### config.mk
export PLATFORM = sky130hd
export DESIGN_NAME = cpu_run_ctl
export DESIGN_NICKNAME = d
export VERILOG_FILES = /design/src/rtl/dcp_run_pkg.sv /design/src/rtl/bp_match.sv /design/src/rtl/cpu_run_ctl.sv
export SDC_FILE = /design/constraint.sdc
export NUM_CORES = 1
export LEC_CHECK = 0
export CORE_UTILIZATION = 47
export DETAILED_ROUTE_END_ITERATION = 12
export GPL_TIMING_DRIVEN = 0
export PLACE_DENSITY = 0.86
export SLEW_MARGIN = 40
export SYNTH_ARGS = -nofsm -noshare
export SYNTH_HDL_FRONTEND = slang
export SYNTH_HIERARCHICAL = 1
export SYNTH_SLANG_ARGS = --single-unit
### constraint.sdc
create_clock -name clk -period 3.2 [get_ports clk]
set_input_delay 0.48 -clock clk [delete_from_list [all_inputs] [get_ports clk]]
set_output_delay 0.48 -clock clk [all_outputs]
set_load 0.05 [all_outputs]
### src/rtl/dcp_run_pkg.sv
// Shared definitions for the CPU run/step sequencer: command opcodes,
// stop causes and the sequencer state enumeration.
package dcp_run_pkg;

    typedef enum logic [1:0] {
        S_IDLE = 2'd0,
        S_STEP = 2'd1,
        S_RUN  = 2'd2,
        S_DONE = 2'd3
    } state_t;

    localparam logic [2:0] OP_STEP       = 3'd0;
    localparam logic [2:0] OP_GO         = 3'd1;
    localparam logic [2:0] OP_HALT       = 3'd2;
    localparam logic [2:0] OP_BP_SET     = 3'd3;
    localparam logic [2:0] OP_BP_CLR     = 3'd4;
    localparam logic [2:0] OP_BP_CLR_ALL = 3'd5;

    localparam logic [1:0] CAUSE_CFG  = 2'd0;
    localparam logic [1:0] CAUSE_BP   = 2'd1;
    localparam logic [1:0] CAUSE_HALT = 2'd2;
    localparam logic [1:0] CAUSE_PC   = 2'd3;

endpackage

### src/rtl/bp_match.sv
// Breakpoint table (address + enable per slot) and a priority comparator
// against the current PC; the lowest matching slot wins.
module bp_match #(
    parameter int NUM_BP = 4,
    parameter int IDX_W  = 2
) (
    input  logic             clk,
    input  logic             rst,
    input  logic             set,
    input  logic             clr,
    input  logic             clr_all,
    input  logic [IDX_W-1:0] wr_idx,
    input  logic [31:0]      wr_addr,
    input  logic [31:0]      pc,
    output logic             hit,
    output logic [IDX_W-1:0] idx
);

    logic [NUM_BP-1:0] en;
    logic [31:0]       addr [NUM_BP];

    always_ff @(posedge clk or posedge rst) begin
        if (rst) begin
            en <= '0;
        end else begin
            for (int i = 0; i < NUM_BP; i++) begin
                if (clr_all)
                    en[i] <= 1'b0;
                else if (set && wr_idx == IDX_W'(i))
                    en[i] <= 1'b1;
                else if (clr && wr_idx == IDX_W'(i))
                    en[i] <= 1'b0;
            end
        end
    end

    // Addresses are only meaningful while enabled, so they carry no reset.
    always_ff @(posedge clk) begin
        for (int i = 0; i < NUM_BP; i++)
            if (set && wr_idx == IDX_W'(i))
                addr[i] <= wr_addr;
    end

    always_comb begin
        hit = 1'b0;
        idx = '0;
        for (int i = NUM_BP - 1; i >= 0; i--) begin
            if (en[i] && pc == addr[i]) begin
                hit = 1'b1;
                idx = IDX_W'(i);
            end
        end
    end

endmodule

### src/rtl/cpu_run_ctl.sv
// Run/step sequencer for the CPU under debug: STEP/GO/HALT/breakpoint commands,
// CPU clock enable and stop reporting. Breakpoints exist only with CPU_RUN_BP_EN.
module cpu_run_ctl
    import dcp_run_pkg::*;
#(
    parameter int NUM_BP = 4,
    parameter int IDX_W  = 2
) (
    input  logic             clk,
    input  logic             rst,
    input  logic             cmd_vld,
    output logic             cmd_rdy,
    input  logic [2:0]       cmd_op,
    input  logic [31:0]      cmd_arg,
    input  logic [IDX_W-1:0] cmd_idx,
    input  logic [31:0]      PC,
    input  logic             pc_chk,
    output logic             cpu_ce,
    output logic             running,
    output logic             done,
    output logic [1:0]       stop_cause,
    output logic [IDX_W-1:0] bp_hit_idx
);

    state_t           state, state_nxt;
    logic [31:0]      cnt;
    logic             first;
    logic [1:0]       cause_nxt;
    logic             bp_stop;
    logic             bp_hit;
    logic [IDX_W-1:0] bp_idx;
    logic             idle_acc;

    assign idle_acc = (state == S_IDLE) && cmd_vld;

`ifdef CPU_RUN_BP_EN
    bp_match #(.NUM_BP(NUM_BP), .IDX_W(IDX_W)) u_bp (
        .clk     (clk),
        .rst     (rst),
        .set     (idle_acc && cmd_op == OP_BP_SET),
        .clr     (idle_acc && cmd_op == OP_BP_CLR),
        .clr_all (idle_acc && cmd_op == OP_BP_CLR_ALL),
        .wr_idx  (cmd_idx),
        .wr_addr (cmd_arg),
        .pc      (PC),
        .hit     (bp_hit),
        .idx     (bp_idx)
    );
`else
    logic unused_bp;
    assign unused_bp = ^{cmd_idx, PC};
    assign bp_hit    = 1'b0;
    assign bp_idx    = '0;
`endif

    always_comb begin
        state_nxt = state;
        cause_nxt = stop_cause;
        cmd_rdy   = 1'b0;
        cpu_ce    = 1'b0;
        done      = 1'b0;
        bp_stop   = 1'b0;
        case (state)
            S_IDLE: begin
                cmd_rdy = 1'b1;
                if (cmd_vld) begin
                    state_nxt = S_DONE;
                    cause_nxt = CAUSE_CFG;
                    case (cmd_op)
                        OP_STEP: state_nxt = S_STEP;
                        OP_GO:   state_nxt = S_RUN;
                        OP_HALT: cause_nxt = CAUSE_HALT;
                        default: ;
                    endcase
                end
            end
            S_STEP: begin
                cpu_ce = (cnt != 32'd0);
                if (cnt <= 32'd1) begin
                    state_nxt = S_DONE;
                    cause_nxt = CAUSE_CFG;
                end
            end
            S_RUN: begin
                cmd_rdy   = 1'b1;
                state_nxt = S_DONE;
                if (cmd_vld && cmd_op == OP_HALT) begin
                    cause_nxt = CAUSE_HALT;
                end else if (pc_chk && !first) begin
                    cause_nxt = CAUSE_PC;
                end else if (bp_hit && !first) begin
                    cause_nxt = CAUSE_BP;
                    bp_stop   = 1'b1;
                end else begin
                    state_nxt = S_RUN;
                    cpu_ce    = 1'b1;
                end
            end
            S_DONE: begin
                done      = 1'b1;
                state_nxt = S_IDLE;
            end
            default: state_nxt = S_IDLE;
        endcase
    end

    assign running = (state == S_RUN);

    always_ff @(posedge clk or posedge rst) begin
        if (rst) begin
            state      <= S_IDLE;
            cnt        <= '0;
            first      <= 1'b0;
            stop_cause <= CAUSE_CFG;
            bp_hit_idx <= '0;
        end else begin
            state      <= state_nxt;
            stop_cause <= cause_nxt;
            if (bp_stop)
                bp_hit_idx <= bp_idx;
            // A zero step count still advances the CPU by one cycle.
            if (idle_acc && cmd_op == OP_STEP)
                cnt <= (cmd_arg == 32'd0) ? 32'd1 : cmd_arg;
            else if (state == S_STEP && cnt != 32'd0)
                cnt <= cnt - 32'd1;
            if (idle_acc && cmd_op == OP_GO)
                first <= 1'b1;
            else if (running && cpu_ce)
                first <= 1'b0;
        end
    end

endmodule

==> impl_metrics.env, run 1 <==
export IMPL_fmax_ghz=0.324
export IMPL_die_w_um=75.2
export IMPL_ys_warn_count=6
export IMPL_p_comb_share_pct=48.2
export IMPL_drt_iter0_markers=272
export IMPL_synth_largest_area_cell="dfrtp_1"
export IMPL_start_util_pct=49.0
export IMPL_final_cell_mix="clkdlybuf4s50_1 (43), nand2_1 (41), dfrtp_1 (37)"
export IMPL_grt_max_degree=25
export IMPL_cts_tree="done"
export IMPL_ant_nets=0
export IMPL_multiInputGateArea_um2=1530
export IMPL_wl_met2_mm=3.53
export IMPL_cp_start_kind="flop"
export IMPL_yosys_top_cells_area="dfrtp_1 (37%), nand2_1 (6.1%), xor2_1 (5.2%)"
export IMPL_fill_cells=466
export IMPL_critPathArrivalTime_ns=2.60
export IMPL_drive_above_1_share_pct=9.35
export IMPL_worstSetupPathType="flop to primary output"
export IMPL_fin_skew_ns=0.00348
export IMPL_vias_per_cell=6.02
export IMPL_post_cts_buffers=0
export IMPL_wire_per_inst_um=17.0
export IMPL_synth_fa_ha_area_share_pct=2.98
export IMPL_grt_ovfl_total=0
export IMPL_ir_drop_uv=357
export IMPL_ios=81
export IMPL_hpwl_mm=5.24
export IMPL_p_sw_w=0.00111
export IMPL_die_area_um2=5660
export IMPL_hp_class="primary input to asynchronous set/reset pin"
export IMPL_ff_latch_area_um2=926
export IMPL_place_congestion=0.940
export IMPL_synth_top_cell_area_share_pct=36.7
export IMPL_seq_area_frac_synth_pct=36.7
export IMPL_setup_tns_ns=0
export IMPL_syn_avg_cell_area_um2=8.40
export IMPL_final_common_cell="clkdlybuf4s50_1"
export IMPL_outcome="finished clean"
export IMPL_grt_pass1_wl_mm=11.6
export IMPL_syn_to_final_growth_pct=26.6
export IMPL_grtUsageTotal_pct=28.1
export IMPL_maxSlewHeadroom_pct=54.1
export IMPL_worstMarginPinSlew_ns=0.684
export IMPL_synth_compound_area_share_pct=18.0
export IMPL_h_tree_depth=2
export IMPL_finalSetupViolations=0
export IMPL_clockBufferDepth=2
export IMPL_mappedNetlistArea_um2=2520
export IMPL_hold_viol=0
export IMPL_cts_buffers=5
export IMPL_switching_share_pct=45.6
export IMPL_numPortBuffers=44
export IMPL_synthMuxAreaShare_pct=1.64
export IMPL_via_count=2545
export IMPL_ys_types=53
export IMPL_core_area_um2=5140
export IMPL_post_route_util_pct=62.1
export IMPL_grt_pass1_vias=2491
export IMPL_firstDrtPassIters=5
export IMPL_p_leak_nw=1.21
export IMPL_finish_net_count=432
export IMPL_drc=0
export IMPL_finalMaxSlewViolations=0
export IMPL_synth_top_family_by_area="simple AND/OR/NAND/NOR gates"
export IMPL_synth_xor_area_share_pct=6.26
export IMPL_rrSetupSlack_ns=0.18
export IMPL_setup_slack_ns=0.118
export IMPL_internal_power_w=0.00132
export IMPL_postCtsHoldBufs=0
export IMPL_drt_wl_total_mm=7.20
export IMPL_wl_met1_mm=2.93
export IMPL_yosys_area_share_simple_pct=30.4
export IMPL_antenna_found_initial=0
export IMPL_finalCritPeriodShare_pct=96.3
export IMPL_antenna_cells=0
export IMPL_drv_cap=0
export IMPL_clkTransAtPathRegs_ns=0.07
export IMPL_min_period_ns=3.08
export IMPL_highest_layer="met4"
export IMPL_rsz0062_at_grt="false"
export IMPL_cts_sinks=37
export IMPL_end_kind="primary output"
export IMPL_crit_required_ns=2.72
export IMPL_wl_met3_um=538
export IMPL_final_area_um2=3190
export IMPL_die_h_um=75.2
export IMPL_ys_ff_latch=37
export IMPL_post_place_ws_ns=-0.211
export IMPL_crit_fanout=10
export IMPL_place_area_um2=3080
export IMPL_num_rows=26
export IMPL_cts_root_buf="clkbuf_8"
export IMPL_p_clk_share_pct=14.0
export IMPL_powerDensity_nw_per_um2=762
export IMPL_postSynthCellCount=300
export IMPL_worstSkewPairLatency_ns=0.30
export IMPL_power_frac_seq_pct=37.8
## what timing repair did
item | in CTS | in global routing
endpoints found under the setup margin | 1 | 1
endpoints found under the hold margin | 0 | 0
gates resized for setup | 4 | 6
## cell families (layout without fill, tap and decap cells)
| logic type | count (synthesis) | after routing |
|---|---|---|
| compound gates | 72 | 72 |
| xor+xnor | 18 | 18 |
| fa+ha+maj | 6 | 6 |
| buf+inv | 23 | 75 |
| flops | 37 | 37 |
| mux | 3 | 3 |
| other cells | 1 | 2 |
| simple gates | 140 | 140 |
## state kept, by name, indices dropped and copies added (netlist names)
signal,count
state,2
cnt,32
first,1
stop_cause,2
## worst max-delay path, stage by stage (launching register included)
cell and delay, ns:
dfrtp_1 0.41, inv_1 0.11, ha_1 0.31, nor4b_2 0.35, and4_1 0.32, a31oi_4 0.14
clkbuf_4 0.24, a21oi_1 0.14, nor2b_1 0.06, buf_2 0.21
## cell type report
cell class	count	area share, %
Multi-Input combinational cell	241	47.9
Timing Repair Buffer	45	14.5
Sequential cell	37	29.0
Tap cell	70	2.75
Inverter	9	1.06
Buffer	14	2.04
Clock buffer	7	2.71
## routing by layer
| metal | track usage [%] | vias to the layer above |
|---|---|---|
| met5 | 0 | - |
| met4 | 12.3 | 0 |
| met3 | 7.50 | 22 |
| met2 | 45.7 | 111 |
| met1 | 35.2 | 1221 |
| li1 | - | 1191 |
## power by group through the flow
stage	Combinational [W]	Sequential [W]	Clock, W
detailed placement	0.00115	0.000904	0
global route	0.00129	0.000940	0.000363
finish	0.00117	0.000918	0.000340
floorplan	0.000831	0.000882	0
global placement	0.00111	0.000892	0
CTS	0.00115	0.000902	0.000340
## cells in the mapped netlist, drive strengths merged
cell type and n:
a41o 1, nor2 24, a32oi 1, a31oi 4
o22a 1, buf 4, or2 2, conb 1
nand3 10, nor3 10, dfrtp 37, nand2b 2
o21ai 23, a221oi 1, a21o 1, and3 4
a22oi 1, and3b 1, o32ai 1, o2111ai 1
nand2 42, or4 3, nor4 19, ha 6
nor4b 1, a41oi 1, clkbuf 10, and4 2
o2bb2a 2, a211oi 1, and2 1, inv 9
a21oi 26, nor2b 6, o31ai 2, xor2 15
o21a 3, mux2 3, a211o 1, nand4 11
nand4b 2, o221a 1, xnor2 3
## through the flow
stage | std cells | total power, W | hold WS, ns
4_1_cts | 423 | 0.00240 | 0.480
5_1_grt | 423 | 0.00259 | 0.499
3_5_place_dp | 416 | 0.00205 | 0.504
3_3_place_gp | 415 | 0.00200 | 0.506
2_1_floorplan | 301 | 0.00171 | 0.486
6_report | 423 | 0.00243 | 0.462
## final timing paths
path                                     from                   to  cells past startpoint
max                        cnt[1]$_DFFE_PP0P_               cpu_ce                      9
min                                       rst  cnt[19]$_DFFE_PP0P_                      2
max reg2reg                cnt[1]$_DFFE_PP0P_  cnt[14]$_DFFE_PP0P_                      8
min reg2reg                 first$_DFFE_PP0P_    first$_DFFE_PP0P_                      2
max in group asynchronous                 rst  cnt[10]$_DFFE_PP0P_                      3
min in group clk            first$_DFFE_PP0P_    first$_DFFE_PP0P_                      2
Power figures use the tool's default switching activity.
==> inputs of run 2 (changes only) <==
Settings changed: CTS_CLUSTER_DIAMETER from default to 100, SLEW_MARGIN 40 to 30.
==> results of run 2 <==
Same layout as run 1: the final DEF is identical, and so are final timing and power.
==> inputs of run 3 (changes only) <==
Settings changed: SETUP_SLACK_MARGIN from default to 0.4.
==> impl_metrics.env, run 3 (synthesis results as in run 1) <==
export IMPL_instances_no_fill=424
export IMPL_rrSetupSlack_ns=0.56
export IMPL_post_route_util_pct=63.7
export IMPL_grt_pass1_wl_mm=11.7
export IMPL_grtUsageTotal_pct=28.4
export IMPL_hp_class="primary input to asynchronous set/reset pin"
export IMPL_place_congestion=0.930
export IMPL_finalCritPeriodShare_pct=84.8
export IMPL_die_h_um=75.2
export IMPL_die_w_um=75.2
export IMPL_powerDensity_nw_per_um2=778
export IMPL_cts_tree="done"
export IMPL_fill_cells=448
export IMPL_setup_tns_ns=0
export IMPL_final_area_um2=3280
export IMPL_critPathArrivalTime_ns=2.23
export IMPL_wl_met1_mm=2.88
export IMPL_syn_to_final_growth_pct=30.0
export IMPL_final_common_cell="clkdlybuf4s50_1"
export IMPL_cts_buffers=5
export IMPL_antenna_found_initial=0
export IMPL_r2r_start="state[0]$_DFFE_PP0P_"
export IMPL_p_leak_nw=1.24
export IMPL_wl_met2_mm=3.65
export IMPL_finalMaxSlewViolations=0
export IMPL_grt_max_degree=27
export IMPL_crit_fanout=10
export IMPL_clockBufferDepth=2
export IMPL_grt_ovfl_total=0
export IMPL_hold_viol=0
export IMPL_place_area_um2=3070
export IMPL_via_count=2578
export IMPL_wire_per_inst_um=17.2
export IMPL_regMostFlops="cnt"
export IMPL_vias_per_cell=6.08
export IMPL_drt_iter0_markers=241
export IMPL_r2r_cells=10
export IMPL_num_rows=26
export IMPL_rsz0062_at_grt="false"
export IMPL_ir_drop_uv=412
export IMPL_ios=81
export IMPL_finalSetupViolations=0
export IMPL_antenna_cells=0
export IMPL_ant_nets=0
export IMPL_fin_skew_ns=0.00586
export IMPL_r2r_end="cnt[25]$_DFFE_PP0P_"
export IMPL_crit_required_ns=2.72
export IMPL_outcome="finished clean"
export IMPL_maxSlewHeadroom_pct=61.7
export IMPL_drt_wl_total_mm=7.31
export IMPL_clkTransAtPathRegs_ns=0.08
export IMPL_drc=0
export IMPL_min_period_ns=2.71
export IMPL_start_util_pct=49.0
export IMPL_die_area_um2=5660
export IMPL_highest_layer="met4"
export IMPL_reg_top3="cnt: 32 flops, state: 2 flops, stop_cause: 2 flops"
export IMPL_finish_net_count=432
export IMPL_firstDrtPassIters=5
export IMPL_numPortBuffers=44
export IMPL_grt_pass1_vias=2445
export IMPL_wl_met3_um=581
export IMPL_post_place_ws_ns=-0.224
export IMPL_core_area_um2=5140
export IMPL_worstMarginPinSlew_ns=0.574
export IMPL_worstSetupPathType="flop to primary output"
export IMPL_end_kind="primary output"
export IMPL_placed_cells=416
export IMPL_hpwl_mm=5.23
export IMPL_cts_root_buf="clkbuf_8"
export IMPL_cts_sinks=37
export IMPL_fmax_ghz=0.369
export IMPL_largest_register_ffs=32
export IMPL_cp_start_kind="flop"
export IMPL_h_tree_depth=2
export IMPL_setup_slack_ns=0.486
export IMPL_drv_cap=0
export IMPL_drive_above_1_share_pct=13.0
export IMPL_final_cell_mix="clkdlybuf4s50_1 (43), nand2_1 (41), dfrtp_1 (36)"
export IMPL_worstSkewPairLatency_ns=0.30
## run 3: changes by cell type in the layout (fill, tap and decap cells not counted), moves of 2 or more
cell / delta
clkbuf_2: +3
nor2b_1: -2
clkbuf_1: -4
nor2b_2: +2
and4_1: -2
nor4_4: +2
## run 3: where the power goes
group,leakage (nW),internal [W],switching [W],total [W]
sequential,0.440,0.000669,0.000269,0.000938
combinational,0.748,0.000523,0.000719,0.00124
clock,0.0542,0.000195,0.000175,0.000370
total,1.24,0.00139,0.00116,0.00255
## run 3: layout make-up
type,count,area [um2],area share (%)
multi-input cells,241,1600,48.7
flip-flops and latches,37,927,28.3
repair buffers,45,458,14.0
clock buffers,7,96.3,2.94
well taps,70,87.6,2.67
plain buffers,14,72.6,2.22
inverters,9,33.8,1.03
clock inverters,1,5.00,0.153
## run 3: worst max-delay path: stages, from the launching register on
cell     delay [ns]
dfrtp_1        0.41
inv_1          0.14
ha_4           0.20
nor4b_4        0.23
and4_4         0.28
a31oi_4        0.14
buf_6          0.18
a21oi_2        0.12
nor2b_2        0.05
buf_4          0.18
## run 3: timing repair
action / CTS / global route
resized for setup: 18 / 11
endpoints found under the setup margin: 8 / 27
hold buffers: 0 / 0
pin swaps: 0 / 0
buffers inserted: 0 / 0
## run 3: worst max-delay path by stage
stage	to	depth (start not counted)	slack (ns)	from
final	cpu_ce	9	0.49	cnt[1]$_DFFE_PP0P_
after global routing	cpu_ce	9	0.41	cnt[0]$_DFFE_PP0P_
after CTS	cpu_ce	7	0.40	cnt[16]$_DFFE_PP0P_
after detailed placement	cpu_ce	9	-0.22	cnt[0]$_DFFE_PP0P_
after global placement	cpu_ce	9	-0.19	cnt[0]$_DFFE_PP0P_
after floorplan	cpu_ce	8	0.52	cnt[0]$_DFFE_PP0P_
## run 3: through the flow
stage	hold WS, ns	total power (W)
finish	0.426	0.00255
global route	0.461	0.00272
CTS	0.433	0.00250
detailed placement	0.497	0.00206
global placement	0.506	0.00201
floorplan	0.486	0.00172
## run 3: metal layers
metal,track usage [%],up-vias
met2,46.0,130
met1,35.4,1226
met3,5.89,22
met4,15.8,0
met5,0,-
li1,-,1200
